**src/rtl/power_output_seq_pkg.sv**
```systemverilog
// Shared definitions for the power-sequenced output stage: FSM state encodings
// (OFF=0, RAMP_UP=1, ON=2, RAMP_DOWN=3) and small helpers reused by the FSM and display logic.
package power_output_seq_pkg;

    typedef enum logic [1:0] {
        StOff      = 2'd0,
        StRampUp   = 2'd1,
        StOn       = 2'd2,
        StRampDown = 2'd3
    } pwr_state_e;

    function automatic logic is_ramp(pwr_state_e s);
        return (s == StRampUp) || (s == StRampDown);
    endfunction

endpackage

```
**src/rtl/sync_2ff.sv**
```systemverilog
// Two-flop synchroniser for a single asynchronous level input; resets to 0.
module sync_2ff (
    input  logic clk,
    input  logic rst,
    input  logic d,
    output logic q
);

    logic meta_q;

    always_ff @(posedge clk) begin
        if (rst) begin
            meta_q <= 1'b0;
            q      <= 1'b0;
        end else begin
            meta_q <= d;
            q      <= meta_q;
        end
    end

endmodule

```
**src/rtl/power_output_seq.sv**
```systemverilog
// Power-sequenced output stage: ramps CH channel enables up/down in thermometer order with a
// fixed step spacing, gates per-channel data by its enable, supports reversal and force-off.
module power_output_seq
    import power_output_seq_pkg::*;
#(
    parameter int unsigned CH       = 4,
    parameter int unsigned W        = 8,
    parameter int unsigned STEP_CYC = 100000
) (
    input  logic            clk,
    input  logic            rst,
    input  logic            power_on,
    input  logic            force_off,
    input  logic [CH*W-1:0] ch_data_in,
    output logic [CH*W-1:0] ch_data_out,
    output logic [CH-1:0]   ch_en,
    output logic            pwr_ready,
    output logic            busy,
    output logic [1:0]      state
);

    localparam int unsigned CW = $clog2(STEP_CYC + 1);
    localparam logic [CW-1:0] CntLast = CW'(STEP_CYC - 1);

    logic            power_s;
    pwr_state_e      state_q, state_d;
    logic [CW-1:0]   cnt_q, cnt_d;
    logic [CH-1:0]   en_q, en_d;
    logic [CH-1:0]   en_up, en_dn;
    logic            ready_q, ready_d;
    logic            busy_q, busy_d;
    logic            step;
    logic [CH*W-1:0] gated;

    sync_2ff u_sync (
        .clk (clk),
        .rst (rst),
        .d   (power_on),
        .q   (power_s)
    );

    // Thermometer code: stepping up sets the lowest clear bit, stepping down clears the highest.
    assign en_up = (en_q << 1) | CH'(1'b1);
    assign en_dn = en_q >> 1;
    assign step  = (cnt_q == CntLast);

    always_ff @(posedge clk) begin
        if (rst) begin
            state_q <= StOff;
            cnt_q   <= '0;
            en_q    <= '0;
            ready_q <= 1'b0;
            busy_q  <= 1'b0;
        end else begin
            state_q <= state_d;
            cnt_q   <= cnt_d;
            en_q    <= en_d;
            ready_q <= ready_d;
            busy_q  <= busy_d;
        end
    end

    always_comb begin
        state_d = state_q;
        cnt_d   = cnt_q;
        en_d    = en_q;
        unique case (state_q)
            StOff: begin
                cnt_d = '0;
                if (power_s) begin
                    en_d    = en_up;
                    state_d = (&en_up) ? StOn : StRampUp;
                end
            end
            StRampUp: begin
                if (!power_s) begin
                    // Reversal wins over a pending step on the same edge.
                    en_d    = en_dn;
                    cnt_d   = '0;
                    state_d = (en_dn == '0) ? StOff : StRampDown;
                end else if (step) begin
                    en_d    = en_up;
                    cnt_d   = '0;
                    state_d = (&en_up) ? StOn : StRampUp;
                end else begin
                    cnt_d = cnt_q + CW'(1);
                end
            end
            StOn: begin
                cnt_d = '0;
                if (!power_s) begin
                    en_d    = en_dn;
                    state_d = (en_dn == '0) ? StOff : StRampDown;
                end
            end
            StRampDown: begin
                if (power_s) begin
                    en_d    = en_up;
                    cnt_d   = '0;
                    state_d = (&en_up) ? StOn : StRampUp;
                end else if (step) begin
                    en_d    = en_dn;
                    cnt_d   = '0;
                    state_d = (en_dn == '0) ? StOff : StRampDown;
                end else begin
                    cnt_d = cnt_q + CW'(1);
                end
            end
        endcase
        if (force_off) begin
            state_d = StOff;
            cnt_d   = '0;
            en_d    = '0;
        end
    end

    always_comb begin
        ready_d = (state_d == StOn);
        busy_d  = is_ramp(state_d);
    end

    // Gating uses the current enable register, so data lags the enable by one edge.
    for (genvar i = 0; i < int'(CH); i++) begin : g_gate
        assign gated[i*W +: W] = en_q[i] ? ch_data_in[i*W +: W] : '0;
    end

    always_ff @(posedge clk) begin
        if (rst) begin
            ch_data_out <= '0;
        end else begin
            ch_data_out <= gated;
        end
    end

    assign ch_en     = en_q;
    assign pwr_ready = ready_q;
    assign busy      = busy_q;
    assign state     = state_q;

endmodule

```
**config.mk**
```make
export PLATFORM = sky130hd
export DESIGN_NAME = power_output_seq
export DESIGN_NICKNAME = d
export VERILOG_FILES = /design/src/rtl/power_output_seq_pkg.sv /design/src/rtl/sync_2ff.sv /design/src/rtl/power_output_seq.sv
export SDC_FILE = /design/constraint.sdc
export NUM_CORES = 1
export LEC_CHECK = 0
export ABC_AREA = 1
export ABC_CLOCK_PERIOD_IN_PS = 2270
export CAP_MARGIN = 20
export CORE_ASPECT_RATIO = 1.75
export CORE_UTILIZATION = 50
export CTS_CLUSTER_SIZE = 12
export DETAILED_ROUTE_END_ITERATION = 7
export DONT_BUFFER_PORTS = 1
export GPL_TIMING_DRIVEN = 0
export HOLD_SLACK_MARGIN = 0.08
export PLACE_DENSITY_LB_ADDON = 0.25
export SLEW_MARGIN = 20
export SYNTH_ARGS = -nofsm -noshare
export SYNTH_HDL_FRONTEND = slang
export SYNTH_SLANG_ARGS = --single-unit
```
**constraint.sdc**
```tcl
create_clock -name clk -period 2.27 [get_ports clk]
set_clock_uncertainty 0.2 [all_clocks]
set_input_delay 0.3405 -clock clk [delete_from_list [all_inputs] [get_ports clk]]
set_output_delay 0.3405 -clock clk [all_outputs]
set_load 0.05 [all_outputs]
```
Word level (Yosys, flattened, before mapping)
Cells that the tools add are included.
W data, S select, Z words.
{"block": "word_totals", "reg_bits": 59, "input_bits": 36, "out_inout_bits": 40, "elab_cells": 59}
{"block": "classes", "add_sub_neg": 1, "eq_ne": 11, "muxes": 21, "bitwise_logic": 4, "n_reduce_logical": 11}
{"cell": "$mux W17", "n": 3}
{"cell": "$pmux W17 S3", "n": 1}
{"cell": "$mux W4", "n": 6}
{"cell": "$mux W2", "n": 9}
{"cell": "$add A17 B1 Y17 const B", "n": 1}
{"cell": "$eq A17 B17 Y1 const B", "n": 1}
{"cell": "$pmux W4 S4", "n": 1}
{"cell": "$reduce_or A2 Y1", "n": 6}
{"cell": "$eq A2 B2 Y1 const B", "n": 4}
{"cell": "$pmux W2 S4", "n": 1}
{"cell": "$eq A2 B1 Y1 const B", "n": 2}
{"cell": "$logic_not A4 Y1", "n": 1}
{"cell": "$not A1 Y1", "n": 4}
{"cell": "$reduce_and A4 Y1", "n": 1}
{"cell": "$ne A3 B2 Y1 const B", "n": 1}
{"cell": "$ne A3 B3 Y1 const B", "n": 1}
{"cell": "$reduce_and A3 Y1", "n": 1}
{"cell": "$logic_not A2 Y1", "n": 1}
{"cell": "$ne A2 B1 Y1 const B", "n": 1}
{"cell": "$ne A2 B2 Y1 const B", "n": 1}
{"cell": "$logic_or A1 B1 Y1", "n": 1}

Longest topological paths before layout
{"block": "depth", "ltp_word": 8, "depth_mapped": 10, "ltp_nobuf": 10}

By module
Synthesis repeated with hierarchy kept, for this count alone.
{"block": "hier_totals", "cells_unflattened": 282, "hier_area_um2": 2234.6}
{"module": "power_output_seq", "n_inst": 1, "cells_each": 276, "area_per_inst_um2": 2179.6, "seq_area_each_um2": 1121.1}
{"module": "sync_2ff", "n_inst": 1, "cells_each": 6, "area_per_inst_um2": 55.1, "seq_area_each_um2": 40.0}

Worst setup path after synthesis
No wires, ideal clock.
{"block": "synth_timing", "path_type": "register to register", "startpoint": "reg state_q[0], in the netlist state[0]", "endpoint": "reg cnt_q[5]", "setup_ns": 0.061, "arrival_ns": 1.685, "t_required_ns": 2.009, "setup_slack_ns": 0.324, "stages_incl_launch_ff": 8, "n_path_buf": 2, "synth_period_minus_slack_ns": 1.946, "path_cell_list": "dfxtp_1 nand2_1 nor2_4 o21ai_4 or2_1 buf_6 buf_12 nor2_4"}
{"block": "synth_between", "elab_chain_cells": 3, "elab_cells_between_ends": 6, "classes_between": "eq/ne (3); mux (1); reduce/logical (2)"}
{"element": "from (decl)", "line_no": "power_output_seq.sv:26", "rtl": "pwr_state_e state_q, state_d;"}
{"element": "from (signal assigned)", "line_no": "power_output_seq.sv:49", "rtl": "state_q <= StOff;"}
{"element": "from (signal assigned)", "line_no": "power_output_seq.sv:55", "rtl": "state_q <= state_d;"}
{"element": "$eq A2 B2 Y1 or $logic_not A2 Y1 (tied branches)", "line_no": "power_output_seq.sv:67", "rtl": "unique case (state_q)"}
{"element": "$reduce_or A2 Y1 (no line)"}
{"element": "$pmux W17 S3 (*)", "line_no": "power_output_seq.sv:67"}
{"element": "to (signal assigned)", "line_no": "power_output_seq.sv:56", "rtl": "cnt_q <= cnt_d;"}
{"element": "to (decl)", "line_no": "power_output_seq.sv:27", "rtl": "logic [CW-1:0] cnt_q, cnt_d;"}
Every way passes the cells marked *; elsewhere a longest branch is shown, timed or not.
A chain may end at the register's enable or synchronous reset.

Worst setup path in the final report
{"block": "layout_timing", "startpoint": "reg state_q[0], in the netlist state[0]", "endpoint": "reg cnt_q[0]"}
The elaborated chain is that of the path after synthesis.

==> results by group <==
CTS
  • CTS Buffer Depth: 2
  • Root buf cell: clkbuf_8
  • Worst skew pair latency: approximately 0.34 ns
  • CTS tree: built
  • CTS sink cnt: 58
  • CTS resizes: 0
  • Worst-path clk slew: ~0.06 ns
  • Htree depth: 3
  • CTS buffer count: 9

STA
  • Min cycle time layout: 2.13 ns
  • Fmax: around 470 MHz
  • Worst slew pin tran: between 0.6 and 0.7 ns
  • Slew Limit Fails: 0
  • Slew HR: a little under three fifths
  • Final Cycle Share: between 90% and 100%
  • Unrepaired setup endpoints after global routing: false
  • Final setup TNS: 0 ns
  • Final setup fails: 0
  • Hold Vio Cnt, Final: 0

Floorplanning
  • Die footprint: slightly below 0.005 mm2
  • Cell Rows: 32
  • Io pins: 76
  • Starting density of the core: a little over half
  • Die height: roughly 90 um
  • Die width: 53.5 um
  • Core ar.: 0.00444 mm2

Layout
  • Fraction of layout cells with a size suffix above 1: 12.9%
  • Most common cell after layout, fill and taps aside: nor2_1
  • Fin util: approximately two thirds
  • Area growth, synth to finish: 27.1%
  • ANT cells: 0
  • Fin area: ~0.003 mm2
  • Post-Layout Cell Count: around 390
  • Nets@finish: about 380
  • Commonest non-fill, non-tap cells in the layout: nor2_1 (66), dfxtp_1 (58), inv_1 (51)

Hold path
  • Hold Path End: ch_data_out[23]
  • Hold Path Origin: rst
  • Hold depth: 3
  • Hold crit path type: in2reg

Setup path
  • R2r worst-path depth: 7
  • Reg2reg start: state[0]
  • CP Capture Type: flop
  • Setup Crit Path Kind: reg2reg
  • Worst flop-to-flop path endpoint: cnt_q[0]
  • Startpoint types: flop
  • Arr. time, crit path: between 2 and 2.5 ns
  • Worst reg-to-reg setup slack: ~0.14 ns
  • Worst Path Required: roughly 2.4 ns
  • Crit Path Max Fanout: 10

Drt
  • Vias per inst: around 4.8
  • DR WL/cell: between 10 and 15 um
  • Via count: roughly 1900
  • Router iterations before antenna repair: 4
  • Detailed Route Iter0 Violations: 45
  • ANT nets after route: 0
  • Drt drc: 0
  • Final wirelength: roughly 5000 um

Pwr
  • LEAKAGE: approximately 1.2 nW
  • Pwr dens: approximately 740 mW/mm2
  • Share of power burned in registers: 48.5%
  • Max VDD drop: roughly 0.72 mV
  • Internal power: ~1.7 mW
  • Sw power: around 470 uW
  • Comb power frac: 4.2%
  • Clk pwr share: 47.2%
  • Switching share of power: between 20% and 30%

Yosys
  • Mapped Avg Cell Area: approximately 8.0 um2
  • Syn Nets: roughly 330
  • Distinct cells, synth: 33
  • Seq/Total Area, Yosys: between 40% and 50%
  • Synthesized flop and latch total: 58
  • Syn Inst Count: slightly below 300
  • Synth Cell Area: around 0.0023 mm2
  • Syn. warnings: 0

Place
  • Cells after DPL: 343
  • GP Congestion: about 0.85
  • Hpwl dp: approximately 3200 um
  • I/O Buffers: 0
  • Area after DPL: ~0.0024 mm2

Global route
  • Initial antenna violation count: 0
  • Vias in the first global route: around 1900
  • Largest net degree at the start of global routing: 11
  • Global-route wire length before repair: approximately 8100 um
  • Tot GR Track Use: 23.5%
  • Total grt overflow: 0

Job
  • Max-cap viol count: 0

Status
  • Run status: completed
==> metal layers <==
layer  vias up  track usage, %  wire length [um]
li1        963               -                 -
met1       843            21.6              1730
met2        61            41.1              2830
met3        13            8.29               237
met4         0            14.3               154
met5         -               0                 0
==> registers in the layout (all words and copies together) (netlist names) <==
signal	flops
state	2
cnt_q	17
ch_data_out	32
u_sync.meta_q	1
ch_en	4
pwr_ready	1
u_sync.q	1
==> power groups by stage <==
stage	Combinational (mW)	Clock, mW	Sequential, mW
4_1_cts	0.0891	1.06	1.06
6_report	0.0926	1.03	1.06
2_1_floorplan	0.0340	0	1.08
3_5_place_dp	0.0410	0	1.08
3_3_place_gp	0.0398	0	1.08
5_1_grt	0.102	1.10	1.06
==> through the flow <==
stage	power, mW	hold WS (ns)	setup slack [ns]
after global routing	2.26	0.205	0.0557
after floorplan	1.12	0.188	0.324
final	2.19	0.184	0.144
after detailed placement	1.12	0.203	0.160
after CTS	2.21	0.182	0.143
after global placement	1.12	0.193	0.179
==> area by class of cell <==
class | instances | area [um2]
repair buffers | 35 | 350
plain buffers | 3 | 38.8
well taps | 51 | 63.8
inverters | 56 | 211
fillers | 337 | 1490
multi-input cells | 175 | 912
clock buffers | 10 | 138
flip-flops and latches | 58 | 1160
clock inverters | 5 | 78.8
==> worst max-delay path by stage <==
stage / start / end / slack [ns] / cells after the start
CTS: state[0] / cnt_q[0] / 0.14 / 7
global placement: state[0] / cnt_q[0] / 0.18 / 7
floorplan: state[0] / cnt_q[5] / 0.32 / 7
detailed placement: state[0] / cnt_q[0] / 0.16 / 7
finish: state[0] / cnt_q[0] / 0.14 / 7
global route: state[0] / cnt_q[0] / 0.06 / 7
==> logic make-up after synthesis <==
kind of cell / after synthesis / share of synthesized area (%)
adder cells (fa/ha/maj): 1 / 0.538
flip-flops: 58 / 50.0
buffers and inverters: 59 / 10.8
XOR/XNOR: 9 / 3.39
AND/OR/NAND/NOR: 150 / 31.3
AO/OA/AOI/OAI: 15 / 3.99
==> cell usage after synthesis, drive strengths merged <==
master | number | area share [%]
o21bai | 1 | 0.32
clkinv | 2 | 0.38
nor3 | 5 | 1.8
xnor2 | 2 | 0.75
nand2 | 46 | 7.6
dfxtp | 58 | 50
ha | 1 | 0.54
o31ai | 1 | 0.32
nand4 | 3 | 0.81
o21ai | 5 | 1.6
inv | 54 | 8.7
a21oi | 7 | 1.5
xor2 | 7 | 2.6
nand3b | 2 | 0.65
or2 | 2 | 0.54
nor4 | 1 | 0.27
buf | 3 | 1.7
nand3 | 10 | 2.4
nor2 | 81 | 17
o22ai | 1 | 0.27
==> worst max-delay path, cell delays in order, from the launching register on <==
cell     delay, ns
dfxtp_1       0.73
nand2_1       0.25
nor2_4        0.17
o21ai_4       0.11
or2_1         0.23
buf_6         0.14
buf_12        0.15
nor2_4        0.07
==> repair_timing <==
action                    in CTS  in global routing
hold buffers                  35                  0
buffers inserted               0                  0
hold endpoints to repair      39                  0
Power figures use the tool's default switching activity.
